File: src/rtl/alu_arbiter.sv
// alu_arbiter: shares one combinational ALU between two requesters.
// Each operation is accepted in IDLE. Its operands are registered and
// presented to the ALU in EXEC. The result is latched and then held in
// HOLD until the owning requester takes it.
// Optional feature: define ALU_ARB_RR_EN to enable round-robin arbitration
// with a last_grant register. Without it, port 0 has fixed priority.
module alu_arbiter #(
    parameter int DATA_W = 32,
    parameter int OP_W   = 4
) (
    input  logic              clk,
    input  logic              reset,
    input  logic              req0_valid,
    output logic              req0_ready,
    input  logic [DATA_W-1:0] req0_a,
    input  logic [DATA_W-1:0] req0_b,
    input  logic [OP_W-1:0]   req0_op,
    output logic              rsp0_valid,
    input  logic              rsp0_ready,
    output logic [DATA_W-1:0] rsp0_result,
    input  logic              req1_valid,
    output logic              req1_ready,
    input  logic [DATA_W-1:0] req1_a,
    input  logic [DATA_W-1:0] req1_b,
    input  logic [OP_W-1:0]   req1_op,
    output logic              rsp1_valid,
    input  logic              rsp1_ready,
    output logic [DATA_W-1:0] rsp1_result,
    output logic [DATA_W-1:0] alu_a,
    output logic [DATA_W-1:0] alu_b,
    output logic [OP_W-1:0]   alu_op,
    input  logic [DATA_W-1:0] alu_result,
    output logic              grant_id
);

    typedef enum logic [1:0] {IDLE, EXEC, HOLD} stateT;

    stateT             state;
    stateT             stateNext;
    logic              winner;
    logic              accept;
    logic              anyValid;
    logic [DATA_W-1:0] aReg;
    logic [DATA_W-1:0] bReg;
    logic [OP_W-1:0]   opReg;
    logic [DATA_W-1:0] resultReg;
    logic              grantReg;

    assign anyValid = req0_valid | req1_valid;

`ifdef ALU_ARB_RR_EN
    logic lastGrant;

    // Round-robin: on contention the port that did not win last time goes first
    always_comb begin
        winner = 1'b0;
        if (req0_valid && req1_valid)
            winner = ~lastGrant;
        else if (req1_valid)
            winner = 1'b1;
    end

    // Remember the most recently accepted port; reset favours port 0 next
    always_ff @(posedge clk or posedge reset) begin
        if (reset)
            lastGrant <= 1'b1;
        else if (accept)
            lastGrant <= winner;
    end
`else
    // Fixed priority: port 1 only wins when port 0 is idle
    always_comb begin
        winner = 1'b0;
        if (req1_valid && !req0_valid)
            winner = 1'b1;
    end
`endif

    // State register
    always_ff @(posedge clk or posedge reset) begin
        if (reset)
            state <= IDLE;
        else
            state <= stateNext;
    end

    // Next-state logic and request handshake; ready only ever asserted in IDLE
    always_comb begin
        stateNext  = state;
        accept     = 1'b0;
        req0_ready = 1'b0;
        req1_ready = 1'b0;
        case (state)
            IDLE: begin
                if (anyValid) begin
                    accept     = 1'b1;
                    req0_ready = ~winner;
                    req1_ready = winner;
                    stateNext  = EXEC;
                end
            end
            EXEC: stateNext = HOLD;
            HOLD: begin
                if (grantReg ? rsp1_ready : rsp0_ready)
                    stateNext = IDLE;
            end
            default: stateNext = IDLE;
        endcase
    end

    // Operand capture on acceptance and result capture in EXEC
    always_ff @(posedge clk or posedge reset) begin
        if (reset) begin
            aReg      <= '0;
            bReg      <= '0;
            opReg     <= '0;
            resultReg <= '0;
            grantReg  <= 1'b0;
        end else begin
            if (accept) begin
                aReg     <= winner ? req1_a  : req0_a;
                bReg     <= winner ? req1_b  : req0_b;
                opReg    <= winner ? req1_op : req0_op;
                grantReg <= winner;
            end
            if (state == EXEC)
                resultReg <= alu_result;
        end
    end

    // ALU is fed only from the registered operands, so requesters may change
    // their inputs once accepted
    assign alu_a    = aReg;
    assign alu_b    = bReg;
    assign alu_op   = opReg;
    assign grant_id = grantReg;

    // Response goes only to the owning port; the other port sees zero
    assign rsp0_valid  = (state == HOLD) && !grantReg;
    assign rsp1_valid  = (state == HOLD) && grantReg;
    assign rsp0_result = rsp0_valid ? resultReg : '0;
    assign rsp1_result = rsp1_valid ? resultReg : '0;

endmodule

File: config.mk
export PLATFORM = sky130hd
export DESIGN_NAME = alu_arbiter
export DESIGN_NICKNAME = d
export VERILOG_FILES = /design/src/rtl/alu_arbiter.sv
export SDC_FILE = /design/constraint.sdc
export NUM_CORES = 1
export LEC_CHECK = 0
export ABC_AREA = 1
export CORE_MARGIN = 4
export CORE_UTILIZATION = 41
export DETAILED_ROUTE_END_ITERATION = 12
export PLACE_DENSITY = 0.91
export SKIP_LAST_GASP = 1
export SYNTH_ARGS = -nofsm -noshare
export SYNTH_HDL_FRONTEND = slang
export SYNTH_SLANG_ARGS = --single-unit
File: constraint.sdc
create_clock -name clk -period 7 [get_ports clk]
set_input_delay 1.4 -clock clk [delete_from_list [all_inputs] [get_ports clk]]
set_output_delay 1.4 -clock clk [all_outputs]
set_load 0.005 [all_outputs]
# [After elaboration in Yosys (flattened, before gate mapping)]
# Index checks and enable logic that the tools add are counted.
[word_totals] in_bits=174 out_inout_bits=137 reg_bits=103 elab_cells=35
[classes] n_reduce_logical=7 n_mux=16 bitwise_logic=2 eq_ne=4
[op_table] op="32-bit two-way mux" count=4
[op_table] op="1-bit two-way mux" count=8
[op_table] op="2-bit one-hot mux with 3 select lines" count=1
[op_table] op="2-bit two-way mux" count=2
[op_table] op="4-bit two-way mux" count=1
[op_table] op="2-bit != test, second input constant" count=2
[op_table] op="1-bit logical AND" count=3
[op_table] op="2-bit by 1-bit equality test with 1-bit output, second input constant" count=1
[op_table] op="2-bit equality test, second input constant" count=1
[op_table] op="1-bit zero test" count=2
[op_table] op="2-bit zero test" count=1
[op_table] op="2-bit AND reduction" count=1
[op_table] op="1-bit inverter" count=1
[op_table] op="1-bit bitwise OR" count=1

# [Depth between registers and ports, before layout]
# Gate-level depths: netlist (run 1).
[depth] depth_word=6 mapped_depth=8 mapped_depth_nobuf=6

# [Worst setup path before layout (run 1)]
# No wires, ideal clock.
[synth_path] path_type="input port to output port" from="input req1_valid" to="output req1_ready" path_stages=4 arrival_ns=2.009 required_ns=5.600 path_slack_ns=3.591 n_path_buf=2 cell_sequence="buf_2 > nand2_2 > clkbuf_1 > nor2_1"
[synth_via] elab_chain_len=4 word_cells_on_any_way=5 classes_between="3 x mux; 1 x bitwise; 1 x reduce/logical"
[synth_lines] element="start, declared" line="21" source="input logic req1_valid,"
[synth_lines] element="1-bit logical AND" line="74" source="if (req1_valid && !req0_valid)"
[synth_lines] element="1-bit two-way mux" line="74"
[synth_lines] element="1-bit two-way mux (*)" line="95" source="if (anyValid) begin"
[synth_lines] element="1-bit two-way mux (*)" line="93" source="case (state)"
[synth_lines] element="end, declared" line="22" source="output logic req1_ready,"
# Mark *: on every way between the ends. The rest lies on a longest branch, timed or not.

# [Worst setup path after layout (run 1)]
[layout_path] from="input req0_valid" to="output req1_ready"
[layout_via] elab_chain_len=5 word_cells_on_any_way=6 classes_between="3 x mux; 1 x bitwise; 2 x reduce/logical"
[layout_lines] element="start, declared" line="13" source="input logic req0_valid,"
[layout_lines] element="1-bit zero test" line="74"
[layout_lines] element="1-bit logical AND" line="74"
[layout_lines] element="1-bit two-way mux" line="74"
[layout_lines] element="1-bit two-way mux (*)" line="95"
[layout_lines] element="1-bit two-way mux (*)" line="93"
# Marks and branches as above.

==> results of run 1 <==
==> layout make-up <==
type	instances	area, um2	share of cell area
timing repair buffer	316	3143	0.3660
sequential	103	2577	0.3001
multi-input combinational	552	2231	0.2598
clock buffer	11	232.7	0.02710
tap	168	210.2	0.02448
inverter	40	152.6	0.01777
clock inverter	5	41.29	0.004808
==> critical path, stage by stage <==
cell and delay, ns:
clkdlybuf4s50_1 0.49, inv_2 0.07, buf_4 0.53, nand2_2 0.10, nor2_1 0.13, clkdlybuf4s50_1 0.50
==> metrics by stage <==
| step | setup WS [ns] | utilization | std cells |
|---|---|---|---|
| 3_5_place_dp | 2.339 | 0.6808 | 1179 |
| 3_3_place_gp | 2.381 | 0.6808 | 1179 |
| 2_1_floorplan | 2.896 | - | 744 |
| 5_1_grt | 2.229 | 0.7033 | 1195 |
| 6_report | 2.358 | 0.7033 | 1195 |
| 4_1_cts | 2.334 | 0.7033 | 1195 |
==> how the worst max path moves through the flow <==
stage          startpoint          to  slack (ns)  depth (start not counted)
6_report       req0_valid  req1_ready        2.36                          6
4_1_cts        req0_valid  req1_ready        2.33                          6
5_1_grt        req0_valid  req1_ready        2.23                          6
3_5_place_dp   req0_valid  req1_ready        2.34                          6
3_3_place_gp   req0_valid  req1_ready        2.38                          6
2_1_floorplan       reset    alu_a[0]        2.90                          1
==> power breakdown <==
group	leakage, uW	total (uW)	internal, uW	switching, uW
Clock	0.000127	462	245	218
Sequential	0.00123	1020	883	134
Combinational	0.00294	1520	779	746
==> flip-flops by register name, indices dropped and copies added (netlist names) <==
register / cells
resultReg: 32
alu_op: 4
alu_b: 32
alu_a: 32
grant_id: 1
state: 2
==> logic make-up (layout without fill, tap and decap cells) <==
| logic type | Yosys count | after routing | share of synthesized area |
|---|---|---|---|
| simple gates | 518 | 518 | 0.3949 |
| compound gates | 34 | 34 | 0.03355 |
| buf+inv | 89 | 372 | 0.07434 |
| flops | 103 | 103 | 0.4972 |
==> cell usage in the layout (no fill, tap or decap) <==
| master | count |
|---|---|
| inv_1 | 37 |
| nand2_1 | 343 |
| nand2_2 | 2 |
| nand4_1 | 1 |
| nand3_1 | 70 |
| clkbuf_16 | 9 |
| nor2_1 | 100 |
| nor2_2 | 1 |
| nor2_4 | 1 |
| inv_2 | 2 |
| o21ai_4 | 1 |
| buf_4 | 6 |
| inv_4 | 1 |
| buf_2 | 1 |
| clkdlybuf4s50_1 | 309 |
| a21oi_1 | 33 |
| clkinvlp_4 | 2 |
| clkinv_4 | 1 |
| inv_6 | 2 |
| dfrtp_1 | 103 |
| clkbuf_1 | 2 |
==> layer usage <==
metal  wire [um]  up-vias
met5           0        -
li1            -     2816
met2        8671      245
met3        1706       37
met4         584        0
met1        6548     2577
==> impl_metrics.ini, run 1 <==
[floorplan]
io_pins = 311
start_util = 0.4245
die_area_um2 = 14510
die_y_um = 120.4
placement_rows = 40
die_w_um = 120.4
coreArea_um2 = 12210

[global_routing]
grt.met2_usage = 0.4062
grt_max_degree = 71
antenna_found_initial = 0
track_usage = 0.2293
grt_pass1_wl_um = 26720
grt_overflow_total = 0
grt_use_met1 = 0.2570
met3_usage = 0.07484
busiest_layer = met2
grt_pass1_vias = 5352

[sta]
tns_ns = 0
skew_ns = 0.009187
max-slew-margin-rel = 0.1059
setup_viol = 0
hold_viol_final = 0
whs_ns = 0.4763
rsz0062_at_grt = false
timing.fmax_ghz = 0.2154
final_max_slew_viol_count = 0
worst_pin_slew_ns = 1.337
finalCriticalPeriod_ns = 4.642
fin_crit_sh = 0.6631

[worst_setup_path]
required_ns = 5.60
r2r_cells = 6
critPathArrivalTime_ns = 3.24
cp-start-kind = input port
reg2reg_from = state[1]
reg2reg_slack_ns = 5.24
path_max_fanout = 70
crit_path_end_kind = primary output
critical_path_class = input port to primary output
timing.rr.end = alu_op[1]

[yosys]
syn_area_um2 = 5184
ys_warn_count = 0
synth_edf_count = 0
synth_top_area_frac = 0.4972
yosys.area.top_type = dfrtp_1
yosys.cell_count.top_type = nand2_1
syn_inst = 744
synthTopCellsByArea = dfrtp_1, nand2_1, nor2_1, nand3_1, a21oi_1
synth.distinct_cells = 17
ys_seq_area_frac = 0.4972
syn-num-nets = 918
ys_ff_latch = 103
ys_top_cells_by_count = nand2_1, dfrtp_1, nor2_1
synthArstFlopShare = 1.000
ys.flop_type = dfrtp_1
avgSynthCellArea_um2 = 6.967

[clocking]
hold_buffers = 0
clockRootBuffer = clkbuf_16
post-cts-setup-buffers = 0
cts_buffers = 9
path_clk_slew_ns = 0.06
clk_latency_ns = 0.33
cts.path.max_buffers = 2
htreeDepth = 3
cts_resized = 0
cts_tree = done
numClockSinks = 103

[power]
ir_drop_mv = 0.1959
p_per_area_nw_per_um2 = 349.8
p_leak_uw = 0.004294
p_total_uw = 3004

[finish]
fillCellCount = 996
final_nets = 1196
n_antenna_cell = 0
design_area_um2 = 8588
drive_gt1_frac = 0.02824
syn_to_final_growth_pct = 65.68

[min_path]
hold_depth = 2
worstHoldStart = alu_b[16]
min_path_type = register to register
min_to = alu_b[16]

[run_status]
status = finished, final reports clean

[drt]
routed_via_density = 4.749
routed_wl_um = 17510
drt_iter0_drc = 318
via_count = 5675
first_pass_iters = 4
ant_nets = 0
drc_errors = 0
routedWlPerCell_um = 14.65

[place]
hpwl_um = 13210
portBuffers = 310
dpl_cell_area_um2 = 8314
gp_congestion = 0.8270

[job]
cap_violations = 0
No activity file was read; power rests on OpenSTA's default activity.
==> run 2: changes to the inputs <==
- CORE_UTILIZATION: 41 -> 38
- PLACE_DENSITY: 0.91 -> 0.85
- clock period: 7 -> 4.7 ns (I/O delays scaled with it)
==> run 2 against run 1 <==
Net effect: register-to-register slack got worse by 2.5 ns; highest routed layer unchanged; critical path depth decreased by 2; sequential power increased by 49%; combinational power increased by 51%; final cell count increased by 0.84%; core utilization decreased by 5.4 points; non-clock buffer count increased by 2; wire length increased by 2.5%; critical path type is now register to primary output.
==> impl_metrics.ini, run 2 (synthesized netlist as in run 1, its figures left out) <==
[power]
p_leak_uw = 0.004323
swShare = 0.3654
p_total_uw = 4513
p_per_area_nw_per_um2 = 522.6
power_switching_uw = 1649
internal-power_uw = 2864
pwr-share-clk = 0.156
ir_drop_mv = 0.2060
seqPwrFrac = 0.336
combinationalPowerShare = 0.508

[global_routing]
grt.met2_usage = 0.3817
grt_use_met1 = 0.2587
grt_pass1_vias = 5394
grt_pass1_wl_um = 27800
grt_max_degree = 86
track_usage = 0.2202
met3_usage = 0.06304
busiest_layer = met2
grt_overflow_total = 0
antenna_found_initial = 0

[worst_setup_path]
critPathArrivalTime_ns = 2.62
reg2reg_slack_ns = 2.71
timing.rr.end = alu_b[29]
required_ns = 3.76
critPathBufInv = 2
reg2reg_from = state[1]
r2r_cells = 6
crit_path_end_kind = primary output
path_max_fanout = 33
cp-start-kind = register
critical_path_class = register to primary output
slowest_stage = nand3_1
slowest_delay_ns = 0.85
path_cells = inv_1 > nand3_1 > nor2_1 > clkdlybuf4s50_1
path_delay_family = simple AND/OR/NAND/NOR gates

[finish]
syn_to_final_growth_pct = 66.59
final_cell_mix = nand2_1, clkdlybuf4s50_1, dfrtp_1, nor2_1, nand3_1
design_area_um2 = 8636
final_util = 0.6495
final_nets = 1198
n_antenna_cell = 0
drive_gt1_frac = 0.03207
final_common_cell = nand2_1

[min_path]
min_path_type = register to register
min_to = alu_b[9]
worstHoldStart = alu_b[9]
hold_depth = 2

[floorplan]
start_util = 0.3899
io_pins = 311
die_area_um2 = 15570
die_w_um = 124.8
die_y_um = 124.8
coreArea_um2 = 13300
placement_rows = 42

[clocking]
cts_buffers = 9
clockRootBuffer = clkbuf_16
clk_latency_ns = 0.33
path_clk_slew_ns = 0.07
hold_buffers = 0
htreeDepth = 3
cts_resized = 0
numClockSinks = 103
cts_tree = done
post-cts-setup-buffers = 0
cts.path.max_buffers = 2

[drt]
routed_via_density = 4.726
via_count = 5695
first_pass_iters = 5
routedWlPerCell_um = 14.89
ant_nets = 0
drc_errors = 0
routed_wl_um = 17950
drt_iter0_drc = 321

[sta]
setup_viol = 0
finalCriticalPeriod_ns = 3.556
skew_ns = 0.005624
max-slew-margin-rel = 0.1614
final_max_slew_viol_count = 0
worst_pin_slew_ns = 1.254
hold_viol_final = 0
whs_ns = 0.4791
timing.fmax_ghz = 0.2812
tns_ns = 0
rsz0062_at_grt = false
fin_crit_sh = 0.7566

[place]
hpwl_um = 13340
gp_congestion = 0.8814
dpl_cell_area_um2 = 8352
portBuffers = 310

[run_status]
status = finished, final reports clean

[job]
cap_violations = 0
==> run 2: worst register-to-register path, cell delays in order, from the launching register on <==
cell	delay (ns)
dfrtp_1	0.42
nor2_2	0.27
inv_2	0.11
nor2_4	0.66
buf_12	0.29
nand2_1	0.10
nand2_1	0.07
==> run 2: routing by layer <==
| metal | vias up | part of all wire |
|---|---|---|
| li1 | 2823 | - |
| met5 | - | 0 |
| met3 | 36 | 0.096 |
| met1 | 2570 | 0.38 |
| met4 | 0 | 0.030 |
| met2 | 266 | 0.49 |
==> run 2: final cells by class <==
type,instances,area (um2)
multi-input cells,552,2231
repair buffers,318,3171
well taps,176,220.2
fillers,1165,4659
clock buffers,10,239.0
clock inverters,6,45.04
flip-flops and latches,103,2577
inverters,40,152.6
==> run 2: worst max-delay path by stage <==
stage | start | to | slack [ns] | cells past startpoint
after floorplan | reset | alu_a[0] | 1.06 | 1
after global placement | req0_valid | req0_ready | 1.54 | 4
after global routing | grant_id | rsp0_result[8] | 0.97 | 4
after CTS | grant_id | rsp0_result[13] | 1.11 | 4
final | state[0] | rsp0_result[13] | 1.14 | 4
after detailed placement | grant_id | rsp0_result[13] | 1.49 | 4
==> run 2: power groups by stage <==
stage | clock network [uW] | logic, uW | registers, uW
after global placement | 0 | 2270 | 1510
final | 703 | 2290 | 1520
after floorplan | 0 | 993 | 1530
after CTS | 726 | 2330 | 1510
after global routing | 768 | 2520 | 1570
after detailed placement | 0 | 2330 | 1520
==> run 2: through the flow <==
| stage | worst slack [ns] | instances |
|---|---|---|
| 6_report | 1.144 | 1205 |
| 5_1_grt | 0.9667 | 1205 |
| 4_1_cts | 1.113 | 1205 |
| 3_5_place_dp | 1.487 | 1189 |
| 3_3_place_gp | 1.544 | 1189 |
| 2_1_floorplan | 1.056 | 744 |
